===== src/rtl/lfsr_pkg.sv =====
// rtl/lfsr_pkg.sv - shared constants for the programmable LFSR random source
//
// Contents:
//   MODE_FIB / MODE_GAL      encoding of the mode input
//   TAPS_W4 .. TAPS_W32      maximal-length tap masks for common widths
//   ST_EMPTY/HELD/STALLED    output collector FSM state codes

package lfsr_pkg;

    localparam logic MODE_FIB = 1'b0;
    localparam logic MODE_GAL = 1'b1;

    // Bit i of a mask set means state bit i participates in the feedback.
    // These correspond to the usual primitive polynomials (x^n + ... + 1).
    localparam logic [3:0]  TAPS_W4  = 4'b1100;
    localparam logic [7:0]  TAPS_W8  = 8'hB8;
    localparam logic [15:0] TAPS_W16 = 16'hB400;
    localparam logic [31:0] TAPS_W32 = 32'h8020_0003;

    // EMPTY: no word held. HELD: word held, collecting the next one.
    // STALLED: word held and the next one is one bit from done, so the
    // LFSR is frozen until the consumer takes the held word.
    localparam logic [1:0] ST_EMPTY   = 2'd0;
    localparam logic [1:0] ST_HELD    = 2'd1;
    localparam logic [1:0] ST_STALLED = 2'd2;

endpackage


===== src/rtl/lfsr_next.sv =====
// rtl/lfsr_next.sv - combinational next-state function of the LFSR
//
// Ports:
//   state      in   WIDTH  current LFSR state
//   taps       in   WIDTH  feedback tap mask
//   mode       in   1      MODE_FIB or MODE_GAL
//   next_state out  WIDTH  state after one step
//   is_zero    out  1      next_state is all zeros (lock-up would follow)

module lfsr_next #(
    parameter int WIDTH = 16
) (
    input  logic [WIDTH-1:0] state,
    input  logic [WIDTH-1:0] taps,
    input  logic             mode,
    output logic [WIDTH-1:0] next_state,
    output logic             is_zero
);
    import lfsr_pkg::*;

    logic             fib_fb;
    logic [WIDTH-1:0] gal_mask;

    always_comb begin
        // Fibonacci: parity of the tapped bits enters at the LSB.
        fib_fb   = ^(state & taps);
        // Galois: the bit shifted out of the MSB toggles every tapped bit.
        gal_mask = {WIDTH{state[WIDTH-1]}} & taps;

        if (mode == MODE_GAL) begin
            next_state = (state << 1) ^ gal_mask;
        end else begin
            next_state = {state[WIDTH-2:0], fib_fb};
        end

        is_zero = (next_state == '0);
    end

endmodule


===== src/rtl/lfsr_rng.sv =====
// rtl/lfsr_rng.sv - programmable LFSR with word packer and valid/ready output
//
// Parameters:
//   WIDTH         LFSR length (3..32)
//   OUT_W         bits per output word (1..WIDTH)
//   DEFAULT_TAPS  tap mask after reset and when a zero mask is loaded
//   SEED_DEF      state after reset and after lock-up recovery (non-zero)
//
// Ports:
//   Cp          in   1      clock, rising edge
//   R_n         in   1      asynchronous active-low reset
//   en          in   1      advance one step per cycle
//   mode        in   1      0 Fibonacci, 1 Galois, sampled every step
//   taps_we     in   1      load taps_in (zero selects DEFAULT_TAPS)
//   taps_in     in   WIDTH  new tap mask
//   seed_we     in   1      load seed_in (zero selects SEED_DEF + lockup)
//   seed_in     in   WIDTH  new seed
//   state       out  WIDTH  current LFSR state
//   bit_out     out  1      state MSB
//   word        out  OUT_W  packed output word, first bit in the MSB
//   word_valid  out  1      word holds an unread value
//   word_ready  in   1      consumer takes word this cycle
//   lockup      out  1      sticky zero-state recovery flag

module lfsr_rng
    import lfsr_pkg::*;
#(
    parameter int               WIDTH        = 16,
    parameter int               OUT_W        = 8,
    parameter logic [WIDTH-1:0] DEFAULT_TAPS = 16'hB400,
    parameter logic [WIDTH-1:0] SEED_DEF     = WIDTH'(1)
) (
    input  logic             Cp,
    input  logic             R_n,
    input  logic             en,
    input  logic             mode,
    input  logic             taps_we,
    input  logic [WIDTH-1:0] taps_in,
    input  logic             seed_we,
    input  logic [WIDTH-1:0] seed_in,
    output logic [WIDTH-1:0] state,
    output logic             bit_out,
    output logic [OUT_W-1:0] word,
    output logic             word_valid,
    input  logic             word_ready,
    output logic             lockup
);

    // With OUT_W == 1 there is no partial word to hold; keep one dummy bit
    // so the declarations stay legal and truncate it away when packing.
    localparam int               CNT_W    = (OUT_W > 1) ? $clog2(OUT_W) : 1;
    localparam int               SH_W     = (OUT_W > 1) ? OUT_W - 1 : 1;
    localparam logic [CNT_W-1:0] CNT_LAST = CNT_W'(OUT_W - 1);

    logic [WIDTH-1:0] state_q,  state_d;
    logic [WIDTH-1:0] taps_q,   taps_d;
    logic [CNT_W-1:0] cnt_q,    cnt_d;
    logic [SH_W-1:0]  shreg_q,  shreg_d;
    logic [OUT_W-1:0] word_q,   word_d;
    logic [1:0]       fsm_q,    fsm_d;
    logic             lockup_q, lockup_d;

    logic [WIDTH-1:0] step_next;
    logic             step_zero;
    logic             held;
    logic             last_bit;
    logic             stall;
    logic             step;
    logic             complete;
    logic             valid_d;

    lfsr_next #(
        .WIDTH (WIDTH)
    ) u_next (
        .state      (state_q),
        .taps       (taps_q),
        .mode       (mode),
        .next_state (step_next),
        .is_zero    (step_zero)
    );

    always_comb begin
        held     = (fsm_q != ST_EMPTY);
        last_bit = (cnt_q == CNT_LAST);
        // Completing a word while one is still unread would overwrite it,
        // so the whole generator freezes on the final bit instead.
        stall    = held & ~word_ready & last_bit;
        step     = en & ~seed_we & ~stall;
        complete = step & last_bit;

        state_d  = state_q;
        taps_d   = taps_q;
        cnt_d    = cnt_q;
        shreg_d  = shreg_q;
        word_d   = word_q;
        lockup_d = lockup_q;

        // Registered mask: a step in the load cycle still uses the old taps.
        if (taps_we) begin
            taps_d = (taps_in == '0) ? DEFAULT_TAPS : taps_in;
        end

        if (seed_we) begin
            cnt_d   = '0;
            shreg_d = '0;
            if (seed_in == '0) begin
                state_d  = SEED_DEF;
                lockup_d = 1'b1;
            end else begin
                state_d  = seed_in;
                lockup_d = 1'b0;
            end
        end else if (step) begin
            shreg_d = SH_W'({shreg_q, state_q[WIDTH-1]});
            cnt_d   = complete ? '0 : cnt_q + 1'b1;
            if (step_zero) begin
                state_d  = SEED_DEF;
                lockup_d = 1'b1;
            end else begin
                state_d  = step_next;
            end
        end

        if (complete) begin
            word_d = OUT_W'({shreg_q, state_q[WIDTH-1]});
        end

        // A word completing in the same cycle the old one is taken keeps
        // valid high with the new contents.
        valid_d = complete | (held & ~word_ready);

        if (!valid_d) begin
            fsm_d = ST_EMPTY;
        end else if (stall) begin
            // seed_we clears cnt, so a stall that coincides with a seed
            // load is already unblocked next cycle.
            fsm_d = seed_we ? ST_HELD : ST_STALLED;
        end else begin
            fsm_d = ST_HELD;
        end
    end

    always_ff @(posedge Cp or negedge R_n) begin
        if (!R_n) begin
            state_q  <= SEED_DEF;
            taps_q   <= DEFAULT_TAPS;
            cnt_q    <= '0;
            shreg_q  <= '0;
            word_q   <= '0;
            fsm_q    <= ST_EMPTY;
            lockup_q <= 1'b0;
        end else begin
            state_q  <= state_d;
            taps_q   <= taps_d;
            cnt_q    <= cnt_d;
            shreg_q  <= shreg_d;
            word_q   <= word_d;
            fsm_q    <= fsm_d;
            lockup_q <= lockup_d;
        end
    end

    assign state      = state_q;
    assign bit_out    = state_q[WIDTH-1];
    assign word       = word_q;
    assign word_valid = held;
    assign lockup     = lockup_q;

endmodule


===== config.mk =====
export PLATFORM = sky130hd
export DESIGN_NAME = lfsr_rng
export DESIGN_NICKNAME = d
export VERILOG_FILES = /design/src/rtl/lfsr_pkg.sv /design/src/rtl/lfsr_next.sv /design/src/rtl/lfsr_rng.sv
export SDC_FILE = /design/constraint.sdc
export NUM_CORES = 1
export LEC_CHECK = 0
export ABC_AREA = 1
export BUFFER_PORTS_ARGS = -buffer_cell sky130_fd_sc_hd__buf_2
export CORE_MARGIN = 10
export CORE_UTILIZATION = 59
export CTS_CLUSTER_DIAMETER = 200
export DETAILED_ROUTE_END_ITERATION = 12
export GPL_TIMING_DRIVEN = 1
export PLACE_DENSITY = 0.86
export SYNTH_ARGS = -nofsm -noshare
export SYNTH_HDL_FRONTEND = slang
export SYNTH_SLANG_ARGS = --single-unit
export TNS_END_PERCENT = 30

===== constraint.sdc =====
create_clock -name Cp -period 4.1 [get_ports Cp]
set_input_delay 0.41 -clock Cp [delete_from_list [all_inputs] [get_ports Cp]]
set_output_delay 0.41 -clock Cp [all_outputs]
set_load 0.005 [all_outputs]

# Word level (Yosys, flattened, before mapping)
# Cells that the tools add are included.
[totals] reg_bits=53 inputBits=39 word_cells=47
[op_classes] bitwise=12 muxes=18 n_reduce_logical=8 addsub=1 eq_ne=1
[ops] op="16-bit 2-to-1 mux" count=6
[ops] op="16-bit logical NOT" count=3
[ops] op="16-bit AND" count=2
[ops] op="16-bit XOR reduction" count=1
[ops] op="16-bit XOR" count=1
[ops] op="7-bit 2-to-1 mux" count=2
[ops] op="3-bit 2-to-1 mux" count=3
[ops] op="2-bit 2-to-1 mux" count=3
[ops] op="2-bit nonzero test" count=3
[ops] op="1-bit AND" count=5
[ops] op="1-bit 2-to-1 mux" count=4
[ops] op="3-bit by 1-bit adder with 3-bit output (second input constant)" count=1
[ops] op="3-bit equality test (second input constant)" count=1
[ops] op="1-bit NOT" count=3
[ops] op="2-bit AND reduction" count=1
[ops] op="1-bit bitwise OR" count=1

# Depth between registers and ports, before layout
[depth] depth_word=9 mapped_depth=15 depth_no_buf=15

# Modules after synthesis
# A second synthesis with hierarchy kept.
[unflattened] cells_unflattened=467 hier_area_um2=3335.7
[by_module_without_submodules] mod="lfsr_rng" cells_each=305 instances=1 area_per_inst_um2=2534.9 seq_area_each_um2=1332.5
[by_module_without_submodules] mod="lfsr_next" cells_each=162 instances=1 area_per_inst_um2=800.8 seq_area_each_um2=0.0

# Worst setup path before layout
# No wires, ideal clock.
[synth_path] path_kind="register -> register" startpoint="register cnt_q[0]" endpoint="register word_q[6], in the netlist word[6]" stages_incl_launch_ff=10 setup_slack_ps=2496 setup_ps=131 required_time_ps=3969 path_buffers=1 synth_period_minus_slack_ps=1604 t_arrival_ps=1474 cell_sequence="dfrtp_1 -> ha_1 -> ha_1 -> nand2_1 -> nand2_1 -> inv_1 -> nand2_1 -> clkbuf_1 -> nand2_1 -> o21ai_0"
[synth_between] elab_chain_len=5
[synth_lines] item="start, declared" line="lfsr_rng.sv:57" rtl="logic [CNT_W-1:0] cnt_q, cnt_d;"
[synth_lines] item="start signal, assigned" line="lfsr_rng.sv:155" rtl="cnt_q <= cnt_d;"
[synth_lines] item="3-bit equality test *" line="lfsr_rng.sv:84" rtl="last_bit = (cnt_q == CNT_LAST);"
[synth_lines] item="1-bit AND" line="lfsr_rng.sv:87" rtl="stall = held & ~word_ready & last_bit;"
[synth_lines] item="1-bit NOT" line="lfsr_rng.sv:88" rtl="step = en & ~seed_we & ~stall;"
[synth_lines] item="1-bit AND" line="lfsr_rng.sv:88"
[synth_lines] item="1-bit AND *" line="lfsr_rng.sv:89" rtl="complete = step & last_bit;"
[synth_lines] item="end signal, assigned" line="lfsr_rng.sv:157" rtl="word_q <= word_d;"
[synth_lines] item="end, declared" line="lfsr_rng.sv:59" rtl="logic [OUT_W-1:0] word_q, word_d;"
# Mark *: on every way between the ends. The rest lies on a longest branch, timed or not.
# A chain may end at the register's enable or synchronous reset.

# Final worst setup path
[layout_path] startpoint="register cnt_q[0]" endpoint="register state_q[0], in the netlist state[0]"
[layout_between] elab_chain_len=5
[layout_lines] item="3-bit equality test" line="lfsr_rng.sv:84"
[layout_lines] item="1-bit AND" line="lfsr_rng.sv:87"
[layout_lines] item="1-bit NOT" line="lfsr_rng.sv:88"
[layout_lines] item="1-bit AND" line="lfsr_rng.sv:88"
[layout_lines] item="2-bit nonzero test (no source line)"
[layout_lines] item="end signal, assigned" line="lfsr_rng.sv:153" rtl="state_q <= state_d;"
[layout_lines] item="end, declared" line="lfsr_rng.sv:55" rtl="logic [WIDTH-1:0] state_q, state_d;"
# No other way between the ends.

==> metrics <==
clock skew 0.01247 ns; DP Worst Slack ~1.4 ns; total power ~0.0013 W; CTS clk-pin slew, worst paths 0.10 ns; PortBufs 65; Seq/Total Area, Yosys roughly 44%; critical path class reg2reg; first-pass GRT wire length 13.35 mm; status complete, no violations; CP arrival ~3.0 ns; met2 wire len between 4 and 5 mm; maxcap violations 0; CTS resizes 0; number of global-route vias before repair 2869; Final Net Count between 500 and 600; synth warn 0; net count after synthesis around 470; # setup viols final 0; top post-synthesis cells by area dfrtp_1 (39%), nand2_1 (22%), inv_1 (7.6%); Vias/cell around 5.2; final hold violation count 0; Tot GR Track Use between 10% and 20%; final period utilization between 60 and 70%; layout overhead on the synthesized area 13.89%; Metal-1 WL 3.461 mm; layout cells sized above 1 17.59%; hold crit path type in2async; metal3 WL roughly 380 um; DR WL/cell 14.35 um; H-tree lvl count 2; Netlist Area Pre-Place roughly 3000 um^2; Final HPWL DP roughly 6 mm; max_slew headroom between 20 and 25%; RD Place Congestion around 0.87; Syn Inst Count 430; die width 91.83 um; uppermost layer routed met4; power per cell area 366.9 nW/um^2; CTS tree built; Starting Density around three fifths; DIE AREA about 8400 um^2; Syn Area/Cell a little over 7 um^2; count of cell types in the netlist 25; worst-skew pair later-pin latency around 0.32 ns; clock sink count 53; Clock Tree Buf Depth 2; Post-DRT Antenna Nets 0; Max Freq around 370 MHz; largest net degree at the start of global routing 54; Setup Buffers After CTS 0; Slew @ Worst Pin 1.195 ns; root buffer cell clkbuf_8; antenna violations before repair 0; core area just over 5000 um^2; top cell type's share of synthesized area 39.46%; Leakage about 2.0 nW; CP Capture Type register; critical path required time between 4 and 5 ns; Worst IR Drop VDD 274.4 uV; hold_buf cts 0; Vias 2887; Fin Setup TNS 0 ns; R2R depth 9; Startpoint Class register; Residual DRC 0; max-slew violation count 0; critical-path maximum fanout 41; Routed WL 8.024 mm; row count 26; FILL cells 452; # IOs between 60 and 70; register bit total from synthesis between 50 and 60; fin crit period 2.732 ns; post-route setup slack 1.368 ns; grt ovf 0; DRT iter0 DRCs approximately 250; RSZ-0062 raised after global routing false; Yosys top cell by area dfrtp_1; Pre-antenna DRT Iters 5; ANT cells 0; die height 91.83 um; Num CTS Buffers 5
through the flow:
stage	instance area [um^2]	hold WS, ns	cells	utilization [%]
2_1_floorplan	3044	0.1144	430	-
3_3_place_gp	3378	0.4643	551	67.00
3_5_place_dp	3378	0.4729	551	67.00
4_1_cts	3467	0.2205	559	68.76
5_1_grt	3467	0.2400	559	68.76
6_report	3467	0.2008	559	68.76
report_power, final:
part	internal [W]	leakage (nW)	switching, W
registers	0.000573	0.669	0.0000405
clock network	0.000122	0.0414	0.000183
logic	0.000125	1.26	0.000229
sequential cells by signal, summed over array words and instances (netlist names):
register and count:
taps_q 16, shreg_q 7, state 16, word 8, lockup 1, cnt_q 3, fsm_q 2
logic make-up after synthesis:
| family | synth area share [%] |
|---|---|
| DFF | 43.77 |
| and+or+nand+nor | 28.61 |
| buffers and inverters | 10.48 |
| xor gates and xnor gates | 4.316 |
| adders and majority gates | 0.8219 |
| muxes | 0.3699 |
| AOI/OAI and AO/OA | 11.63 |
critical path, stage by stage (launching register included):
cell and delay [ns]:
dfrtp_1 0.41, ha_1 0.23, ha_1 0.22, nand2_1 0.12, nand2_1 0.25, nand2_1 0.97
o21ai_0 0.22, inv_1 0.10, nand2_1 0.05, o21ai_0 0.07
layout make-up:
type | count | area (um^2) | share of cell area, %
inverter | 62 | 232.7 | 6.712
sequential | 53 | 1333 | 38.43
multi-input combinational | 300 | 1393 | 40.17
tap | 70 | 87.58 | 2.526
timing repair buffer | 66 | 332.8 | 9.599
clock inverter | 2 | 16.27 | 0.4691
clock buffer | 6 | 72.57 | 2.093
synth_stat cells, drive strengths merged:
cell    number
buf          3
o31ai        1
inv         62
nand2      178
o211ai       3
dfstp        5
a31oi        5
clkbuf      12
o22ai        8
nand4        3
mux2         1
nor4         8
o21ai       43
nor2        23
o21a         3
dfrtp       48
a21oi        1
ha           2
nand3        6
xor2        15
routing by layer:
layer / vias to the layer above / GRT usage, %
li1: 1452 / -
met1: 1348 / 23.05
met2: 80 / 33.83
met3: 7 / 3.423
met4: 0 / 5.527
met5: - / 0
placed cells by master (no fill, tap or decap), drive strengths merged:
| master | instances |
|---|---|
| mux2 | 1 |
| dfrtp | 48 |
| clkinv | 1 |
| a21oi | 1 |
| nand4 | 3 |
| o21ai | 43 |
| nand2 | 178 |
| o21a | 3 |
| o31ai | 1 |
| nand3 | 6 |
| nor4 | 8 |
| nor2 | 23 |
| inv | 62 |
| xor2 | 15 |
| clkbuf | 6 |
| clkinvlp | 1 |
| o211ai | 3 |
| ha | 2 |
| buf | 66 |
| o22ai | 8 |
| dfstp | 5 |
| a31oi | 5 |
worst paths after layout:
path	slack (ns)	from	endpoint
min in group Cp	0.30	taps_in[6]	taps_q[6]
max in group asynchronous	3.46	R_n	state[9]
min	0.20	R_n	shreg_q[3]
max	1.37	cnt_q[0]	state[0]
min reg2reg	0.50	word[5]	word[5]
max reg2reg	1.37	cnt_q[0]	state[0]
Power figures use the tool's default switching activity.
